## src/rtl/key_schedule_seq.sv

```systemverilog
// Sequential AES-128 key schedule: one keyExpansion step per clock, all round
// keys kept in a small register file behind a registered read port.
module key_schedule_seq #(
  parameter int NROUNDS = 10,
  parameter int IDXW    = 4
) (
  input  logic            clk,
  input  logic            rstN,
  input  logic            start,
  input  logic [127:0]    keyIn,
  output logic            busy,
  output logic            keyReady,
  input  logic [IDXW-1:0] rdIdx,
  input  logic            rdEn,
  output logic [127:0]    rdKey,
  output logic            rdValid
);

  localparam logic [0:0] IDLE   = 1'b0;
  localparam logic [0:0] EXPAND = 1'b1;

  localparam logic [IDXW-1:0] LAST_IDX = IDXW'(NROUNDS);
  localparam logic [IDXW-1:0] ONE      = IDXW'(1);

  function automatic logic [7:0] gf_mul(input logic [7:0] a, input logic [7:0] b);
    logic [7:0] p;
    logic [7:0] x;
    p = 8'h00;
    x = a;
    for (int i = 0; i < 8; i++) begin
      if (b[i]) p = p ^ x;
      x = {x[6:0], 1'b0} ^ (x[7] ? 8'h1b : 8'h00);
    end
    return p;
  endfunction

  // S-box computed as x^254 in GF(2^8) followed by the affine transform.
  function automatic logic [7:0] sbox(input logic [7:0] x);
    logic [7:0] sq;
    logic [7:0] inv;
    sq  = x;
    inv = 8'h01;
    for (int i = 1; i < 8; i++) begin
      sq  = gf_mul(sq, sq);
      inv = gf_mul(inv, sq);
    end
    return inv ^ {inv[6:0], inv[7]} ^ {inv[5:0], inv[7:6]} ^
           {inv[4:0], inv[7:5]} ^ {inv[3:0], inv[7:4]} ^ 8'h63;
  endfunction

  function automatic logic [7:0] rcon(input logic [3:0] num);
    case (num)
      4'd1:    return 8'h01;
      4'd2:    return 8'h02;
      4'd3:    return 8'h04;
      4'd4:    return 8'h08;
      4'd5:    return 8'h10;
      4'd6:    return 8'h20;
      4'd7:    return 8'h40;
      4'd8:    return 8'h80;
      4'd9:    return 8'h1b;
      4'd10:   return 8'h36;
      default: return 8'h00;
    endcase
  endfunction

  // Column 0 is the most significant word of the key.
  function automatic logic [127:0] key_expansion(input logic [127:0] prev, input logic [3:0] num);
    logic [31:0] rot;
    logic [31:0] t;
    logic [31:0] n0, n1, n2, n3;
    rot = {prev[23:0], prev[31:24]};
    t   = {sbox(rot[31:24]) ^ rcon(num), sbox(rot[23:16]), sbox(rot[15:8]), sbox(rot[7:0])};
    n0  = prev[127:96] ^ t;
    n1  = prev[95:64]  ^ n0;
    n2  = prev[63:32]  ^ n1;
    n3  = prev[31:0]   ^ n2;
    return {n0, n1, n2, n3};
  endfunction

  logic [127:0]    key_mem [0:NROUNDS];

  logic [0:0]      state_q, state_d;
  logic [IDXW-1:0] cnt_q, cnt_d;
  logic [IDXW-1:0] gen_q, gen_d;
  logic            busy_q, busy_d;
  logic            key_ready_q, key_ready_d;
  logic [127:0]    last_key_q, last_key_d;
  logic [127:0]    rd_key_q, rd_key_d;
  logic            rd_valid_q, rd_valid_d;

  logic            wr_en;
  logic [IDXW-1:0] wr_idx;
  logic [127:0]    wr_data;
  logic [127:0]    next_key;
  logic            rd_in_range, rd_generated, rd_being_written;

  // The only expansion stage; it chains from the most recently written key.
  assign next_key = key_expansion(last_key_q, cnt_q[3:0]);

  always_comb begin
    state_d     = state_q;
    cnt_d       = cnt_q;
    gen_d       = gen_q;
    busy_d      = busy_q;
    key_ready_d = key_ready_q;
    last_key_d  = last_key_q;
    wr_en       = 1'b0;
    wr_idx      = cnt_q;
    wr_data     = next_key;
    case (state_q)
      IDLE: begin
        if (start) begin
          wr_en       = 1'b1;
          wr_idx      = '0;
          wr_data     = keyIn;
          last_key_d  = keyIn;
          gen_d       = ONE;
          cnt_d       = ONE;
          busy_d      = 1'b1;
          key_ready_d = 1'b0;
          state_d     = EXPAND;
        end
      end
      EXPAND: begin
        wr_en      = 1'b1;
        last_key_d = next_key;
        gen_d      = gen_q + ONE;
        cnt_d      = cnt_q + ONE;
        if (cnt_q == LAST_IDX) begin
          busy_d      = 1'b0;
          key_ready_d = 1'b1;
          state_d     = IDLE;
        end
      end
      default: state_d = IDLE;
    endcase
  end

  // A slot being written this edge returns its old content but is never valid.
  always_comb begin
    rd_in_range      = (rdIdx <= LAST_IDX);
    rd_generated     = (rdIdx < gen_q);
    rd_being_written = (state_q == EXPAND) && (rdIdx == cnt_q);
    rd_key_d         = rd_key_q;
    rd_valid_d       = rd_valid_q;
    if (rdEn) begin
      rd_valid_d = rd_in_range && rd_generated;
      rd_key_d   = (rd_in_range && (rd_generated || rd_being_written)) ? key_mem[rdIdx] : 128'h0;
    end
  end

  always_ff @(posedge clk) begin
    if (wr_en) key_mem[wr_idx] <= wr_data;
  end

  always_ff @(posedge clk or negedge rstN) begin
    if (!rstN) begin
      state_q     <= IDLE;
      cnt_q       <= '0;
      gen_q       <= '0;
      busy_q      <= 1'b0;
      key_ready_q <= 1'b0;
      last_key_q  <= 128'h0;
      rd_key_q    <= 128'h0;
      rd_valid_q  <= 1'b0;
    end else begin
      state_q     <= state_d;
      cnt_q       <= cnt_d;
      gen_q       <= gen_d;
      busy_q      <= busy_d;
      key_ready_q <= key_ready_d;
      last_key_q  <= last_key_d;
      rd_key_q    <= rd_key_d;
      rd_valid_q  <= rd_valid_d;
    end
  end

  assign busy     = busy_q;
  assign keyReady = key_ready_q;
  assign rdKey    = rd_key_q;
  assign rdValid  = rd_valid_q;

endmodule

```

## config.mk

```make
export PLATFORM = sky130hd
export DESIGN_NAME = key_schedule_seq
export DESIGN_NICKNAME = d
export VERILOG_FILES = /design/src/rtl/key_schedule_seq.sv
export SDC_FILE = /design/constraint.sdc
export NUM_CORES = 2
export LEC_CHECK = 0
export CAP_MARGIN = 0
export CORE_MARGIN = 2
export CORE_UTILIZATION = 30
export DETAILED_ROUTE_END_ITERATION = 7
export PLACE_DENSITY_LB_ADDON = 0.25
export SLEW_MARGIN = 25
export SYNTH_ARGS = -nofsm -noshare
export SYNTH_HDL_FRONTEND = slang
export SYNTH_SLANG_ARGS = --single-unit
export TNS_END_PERCENT = 10
```

## constraint.sdc

```tcl
create_clock -name clk -period 19 [get_ports clk]
set_input_delay 1.9 -clock clk [delete_from_list [all_inputs] [get_ports clk]]
set_output_delay 1.9 -clock clk [all_outputs]
set_load 0.01 [all_outputs]
```

# ---- After elaboration in Yosys (flattened, before gate mapping)
# Memories as Yosys holds them, arrays and structs flattened.
# Index checks and enable logic that the tools add are counted.
dict set report totals {
  reg_bits 268
  latch_bits 0
  mem_bits_rw 1408
  romBits 128
  inputBits 136
  out_inout_bits 131
  elab_cells 1639
  n_memories 2
}
dict set report classes {
  addsub 2
  mul 0
  n_div 0
  order_cmp 2
  eq_ne 4
  shift 0
  muxes 834
  bitwise 782
  reduce_logical 5
}
# name words word_bits rd rd_clocked_by_memory_dff wr line_no
set mem_list {}
lappend mem_list {key_mem 11 128 1 0 1 81} ;# logic [127:0] key_mem [0:NROUNDS];
lappend mem_list {{(name not given)} 16 8 1 0 0 52} ;# case (num)
# op count
set op_table {}
lappend op_table {{2-to-1 mux 8 bit} 420}
lappend op_table {{XOR 8 bit} 381}
lappend op_table {{XOR 8 x 5 -> 8 bit} 364}
lappend op_table {{2-to-1 mux 5 bit} 368}
lappend op_table {{2-to-1 mux 128 bit} 4}
lappend op_table {{one-hot mux 128 bit (2 select lines)} 1}
lappend op_table {{XOR 32 bit} 4}
lappend op_table {{2-to-1 mux 4 bit} 7}
lappend op_table {{2-to-1 mux 7 bit} 4}
lappend op_table {{inverter 1 bit, first input constant} 28}
lappend op_table {{2-to-1 mux 6 bit} 4}
lappend op_table {{inverter 4 bit} 4}
lappend op_table {{one-hot mux 4 bit (2 select lines)} 2}
lappend op_table {{2-to-1 mux 1 bit} 12}
lappend op_table {{2-to-1 mux 3 bit} 4}
lappend op_table {{adder 4 x 1 -> 4 bit, second input constant} 2}
lappend op_table {{2-to-1 mux 2 bit} 4}
lappend op_table {{one-hot mux 1 bit (2 select lines)} 4}
lappend op_table {{== test 4 bit} 1}
lappend op_table {{== test 4 bit, second input constant} 1}
lappend op_table {{<= comparator 4 bit, second input constant} 1}
lappend op_table {{< comparator 4 bit} 1}
lappend op_table {{logical AND 1 bit} 3}
lappend op_table {{inequality test 2 x 1 -> 1 bit, second input constant} 1}
lappend op_table {{4 further kinds} 4}

# ---- Logic depth before layout (Yosys ltp)
dict set report depth {
  ltp_word 139
  depth_mapped 65
}

# ---- Worst setup path after synthesis
# OpenSTA, ideal clock, no wires.
dict set report synth_timing {
  kind {reg-to-reg}
  startpoint {register last_key_q[23]}
  endpoint {memory key_mem[0][29] (data pin)}
  setup_ns 0.278
  arrival_time_ns 14.994
  required_time_ns 18.722
  slack_ns 3.728
  path_stages_with_launch 60
  path_buffers 8
  period_less_slack_ns 15.272
  cell_sequence {dfrtp_1 -> ha_1 -> buf_2 -> nand2_1 -> xnor2_1 -> buf_2 -> inv_2 -> buf_6 -> ha_1 -> inv_1 -> xnor2_2 -> and3_1 -> a21oi_1 -> xnor3_1 -> buf_4 -> ha_1 -> clkbuf_1 -> nand2_1 -> (+24 left out) -> o311a_1 -> mux2_1 -> or4_1 -> buf_2 -> a32oi_1 -> o32ai_1 -> a2111oi_2 -> nor2_1 -> a2111oi_0 -> a211oi_1 -> xor2_1 -> nand2b_1 -> xnor3_2 -> xor3_2 -> xnor3_2 -> xor2_4 -> xnor2_1 -> mux2_2}
}
dict set report synth_between {
  elab_chain_cells 136
  elab_cells_between_ends 393
  cone_classes {201 x mux; 192 x bitwise}
}
# item line_no
set synth_rtl {}
lappend synth_rtl {{start: declaration} 88} ;# logic [127:0] last_key_q, last_key_d;
lappend synth_rtl {{start signal: assignment} 173} ;# last_key_q <= last_key_d;
lappend synth_rtl {{2-to-1 mux 5 bit / 2-to-1 mux 8 bit (equally long branches)} {32, 31}}
lappend synth_rtl {{XOR 8 x 5 -> 8 bit / XOR 8 bit (equally long branches)} {32, 31}}
lappend synth_rtl {{XOR 8 bit / 2-to-1 mux 8 bit (equally long branches)} 31} ;# if (b[i]) p = p ^ x;
lappend synth_rtl {{2-to-1 mux 8 bit / XOR 8 bit (equally long branches)} 31}
lappend synth_rtl {{XOR 8 bit / 2-to-1 mux 8 bit (equally long branches)} 31}
lappend synth_rtl {{2-to-1 mux 8 bit / XOR 8 bit (equally long branches)} 31}
lappend synth_rtl {{XOR 8 bit / 2-to-1 mux 8 bit (equally long branches)} 31}
lappend synth_rtl {{2-to-1 mux 8 bit / XOR 8 bit (equally long branches)} 31}
lappend synth_rtl {{(+121 left out)} -}
lappend synth_rtl {{XOR 8 bit *} 73} ;# t = {sbox(rot[31:24]) ^ rcon(num), sbox(rot[23:16]), sbox(rot[15:8]), sbox(rot[7:0])};
lappend synth_rtl {{XOR 32 bit *} 74} ;# n0 = prev[127:96] ^ t;
lappend synth_rtl {{XOR 32 bit *} 75} ;# n1 = prev[95:64] ^ n0;
lappend synth_rtl {{XOR 32 bit *} 76} ;# n2 = prev[63:32] ^ n1;
lappend synth_rtl {{XOR 32 bit *} 77} ;# n3 = prev[31:0] ^ n2;
lappend synth_rtl {{2-to-1 mux 128 bit} 113} ;# if (start) begin
lappend synth_rtl {{2-to-1 mux 128 bit *} 111} ;# case (state_q)
lappend synth_rtl {{via wr_data[29]} 94} ;# logic [127:0] wr_data;
lappend synth_rtl {{end: declaration} 81}
# The timed path passes the listed nets; every way through them passes the cells marked *.

# ---- Final worst setup path
dict set report layout_timing {
  startpoint {register last_key_q[27]}
  endpoint {memory key_mem[7][34] (data pin)}
}
dict set report layout_between {
  elab_chain_cells 131
  elab_cells_between_ends 388
  cone_classes {199 x mux; 189 x bitwise}
}
# item line_no
set layout_rtl {}
lappend layout_rtl {{XOR 8 x 5 -> 8 bit / 2-to-1 mux 8 bit (equally long branches)} {32, 31}}
lappend layout_rtl {{XOR 8 bit / XOR 8 x 5 -> 8 bit (equally long branches)} {31, 32}}
lappend layout_rtl {{2-to-1 mux 8 bit / XOR 8 bit (equally long branches)} 31}
lappend layout_rtl {{XOR 8 bit / 2-to-1 mux 8 bit (equally long branches)} 31}
lappend layout_rtl {{2-to-1 mux 8 bit / XOR 8 bit (equally long branches)} 31}
lappend layout_rtl {{XOR 8 bit / 2-to-1 mux 8 bit (equally long branches)} 31}
lappend layout_rtl {{2-to-1 mux 8 bit / XOR 8 bit (equally long branches)} 31}
lappend layout_rtl {{XOR 8 bit / 2-to-1 mux 8 bit (equally long branches)} 31}
lappend layout_rtl {{(+114 left out)} -}
lappend layout_rtl {{XOR 8 bit (3 in a row)} 47} ;# return inv ^ {inv[6:0], inv[7]} ^ {inv[5:0], inv[7:6]} ^
lappend layout_rtl {{XOR 8 bit *} 48} ;# {inv[4:0], inv[7:5]} ^ {inv[3:0], inv[7:4]} ^ 8'h63;
lappend layout_rtl {{XOR 32 bit *} 74}
lappend layout_rtl {{XOR 32 bit *} 75}
lappend layout_rtl {{XOR 32 bit *} 76}
lappend layout_rtl {{2-to-1 mux 128 bit} 113}
lappend layout_rtl {{2-to-1 mux 128 bit *} 111}
lappend layout_rtl {{via wr_data[34]} 94}
# Marks and branches as above.

==> out/results.ini <==
[logic_synthesis]
ys.warnings.count = 0
ys_types = 125
synth_enable_flop_cells = 1408
synth_area_leader_cell = edfxtp_1
yosys.area.top_type_share_pct = 33.6
synth_ff_type = edfxtp_1
ys_ff_latch = 1676
synth.area.top_cells = edfxtp_1 (34%), xnor2_1 (11%), xnor3_1 (6.8%), dfrtp_1 (5.3%), mux4_2 (4.6%)
synth_commonest_cells = xnor2_1 (1519), edfxtp_1 (1408), nor2_1 (1234), nand2_1 (1196), o21ai_0 (588)
synth_cells = 11700
synth_seq_area_share_pct = 38.9
syn-cell-area_sq_um = 126000
syn-num-nets = 11900
avgSynthCellArea_sq_um = 10.8
synth.most_common_cell = xnor2_1
ys_async_sr_fraction_pct = 16.0

[detailed_routing]
dr.pass1.iters = 6
wl_met1_um = 181000
top_layer = met5
ant_nets = 0
vias_per_cell = 5.19
wl_per_cell_um = 23.5
wl_met3_um = 16300
wl_met2_um = 200000
num_vias = 91000
drc = 0
drtIter0Drc = 8522
routed_wirelength_um = 411000

[critical_path]
reg2reg_depth = 50
cp_max_fo = 22
critPathMaxStageDelay_ps = 870
worst-path-buf-inv = 4
cp.depth = 50
cp-start-kind = flop
critical_path_arrival_ps = 18480
critPathCaptureType = flop
crit_required_ps = 19560
path_delay_family = XOR/XNOR gates
crit_type = reg2reg
cpMostUsedCell = xnor2_1
cpMaxStageDelayCell = xnor2_1

[floorplan]
start_util_pct = 30.2
dieArea_sq_um = 425000
core-area_sq_um = 417000
ios = 267
fp.dieH_um = 652
die_x_um = 652
rows = 237

[sta]
setup_viol = 0
rsz0062_at_grt = no
fin_crit_ps = 17920
clock.fmax_mhz = 55.8
hold_violations = 0
timing.final.crit_share_pct = 94.3
finalClockSkew_ps = 75.4
relSlewSlack_pct = 26.5
tightest_slew_ps = 1100
fin_tns_setup_ps = 0
slew_violations = 0

[global_routing]
grt_max_degree = 146
grt_overflow_total = 0
grt_use_total_pct = 18.8
grt_pass1_vias = 87400
grt_antenna_before_repair = 75
grt_pass1_wl_um = 606000

[placed_design]
port_buffers = 266
dp_hpwl_um = 282000
gp_congestion = 0.868

[clock_network]
cts_max_level = 4
cts_tree = done
cts_buffers = 173
clk_latency_ps = 870
cts.clk_slew.worst_paths_ps = 70
cts_hold_buf = 0
clock-root-buffer = clkbuf_16
clock_sinks = 1676
postCtsSetupRepairBufs = 0
clockBufferDepth = 3

[status]
status = finished clean

[worst_hold_path]
hold_class = reg2reg
worstHoldPathCells = 2

[finish]
drive_above_1_share_pct = 13.8
fin_nets = 12000
area_delta_synth_final_pct = 13.1

[flow_run]
cap_violations = 0

## registers in the layout, summed over array words and instances, names as in the netlist
name        count
key_mem      1408
state_q         1
cnt_q           4
last_key_q    128
busy            1
rdKey         128
keyReady        1
rdValid         1
gen_q           4
## cells by family (layout without fill, tap and decap cells)
kind of cell | Yosys count | after routing | synth area share, %
XOR/XNOR | 2661 | 2661 | 25.2
adder cells (fa/ha/maj) | 32 | 32 | 0.312
AND/OR/NAND/NOR | 3194 | 3194 | 10.8
other | 0 | 40 | 0
flip-flops | 1676 | 1676 | 38.9
multiplexers | 889 | 889 | 9.86
AO/OA/AOI/OAI | 2210 | 2210 | 11.4
buffers and inverters | 1038 | 1325 | 3.44
## layout by cell type (no fill, tap or decap), types with 31 or more instances in the layout
cell,instances
o211ai_1,183
xnor2_2,143
nand2b_1,72
xor2_2,57
a211oi_1,81
o21a_1,31
dfrtp_1,266
a22oi_1,69
nor3_1,186
inv_1,212
xor3_1,51
nor2_1,1222
o21ai_1,54
or3_1,33
diode_2,40
o21ai_0,582
clkbuf_1,57
xnor3_1,378
mux2_2,220
nor2b_1,58
o2111ai_1,136
clkdlybuf4s50_1,259
a31oi_1,66
mux4_2,257
nand3_1,163
and2_1,52
xnor3_2,48
xnor2_1,1473
clkbuf_16,174
edfxtp_1,1408
mux2i_1,405
buf_4,499
a21oi_1,460
nand2_1,1195
a221oi_1,34
o22ai_1,118
xor2_1,472
a32oi_1,39
## worst min-delay path, delay by kind of cell, from the launching register on
family	cells	cell delay (ps)
DFF	1	340
AOI/OAI and AO/OA	1	60
and+or+nand+nor	1	50
## final timing paths
path | to | slack [ps] | from
max | key_mem[7][34] | 1080 | last_key_q[27]
min | gen_q[3] | 480 | gen_q[3]
max reg2reg | key_mem[7][34] | 1080 | last_key_q[27]
min reg2reg | gen_q[3] | 480 | gen_q[3]
max in group asynchronous | last_key_q[0] | 15940 | rstN
min in group asynchronous | rdKey[11] | 1060 | rstN
## timing repair
| item | CTS | global route |
|---|---|---|
| resized for setup | 0 | 15 |
| setup endpoints to repair | 0 | 363 |
| hold endpoints to repair | 0 | 0 |
## through the flow
step	utilization (%)	cell area (sq um)	instances	setup slack (ps)	hold WS, ps
floorplan	-	126000	11700	3730	450
global placement	32.7	136000	17200	860	464
detailed placement	32.7	137000	17200	661	471
CTS	34.1	142000	17500	645	484
global route	34.1	142000	17500	0.981	505
finish	34.1	142000	17500	1080	484
## layer usage
| metal | vias up | GRT usage (%) |
|---|---|---|
| met5 | - | 0 |
| met4 | 2 | 6.30 |
| met1 | 45700 | 25.0 |
| met3 | 448 | 1.72 |
| li1 | 42400 | - |
| met2 | 2385 | 31.8 |
## area by class of cell
| cell class | instances | area, sq um |
|---|---|---|
| Fill cell | 41600 | 275000 |
| Multi-Input combinational cell | 8986 | 73200 |
| Sequential cell | 1676 | 49000 |
| Tap cell | 5497 | 6880 |
| Timing Repair Buffer | 777 | 6690 |
| Clock buffer | 252 | 4860 |
| Inverter | 226 | 851 |
| Clock inverter | 70 | 743 |
| Antenna cell | 40 | 100 |
Power is left out: the tool's default activity adds up to more than one toggle a clock period on the data nets, which glitch-free logic cannot reach.
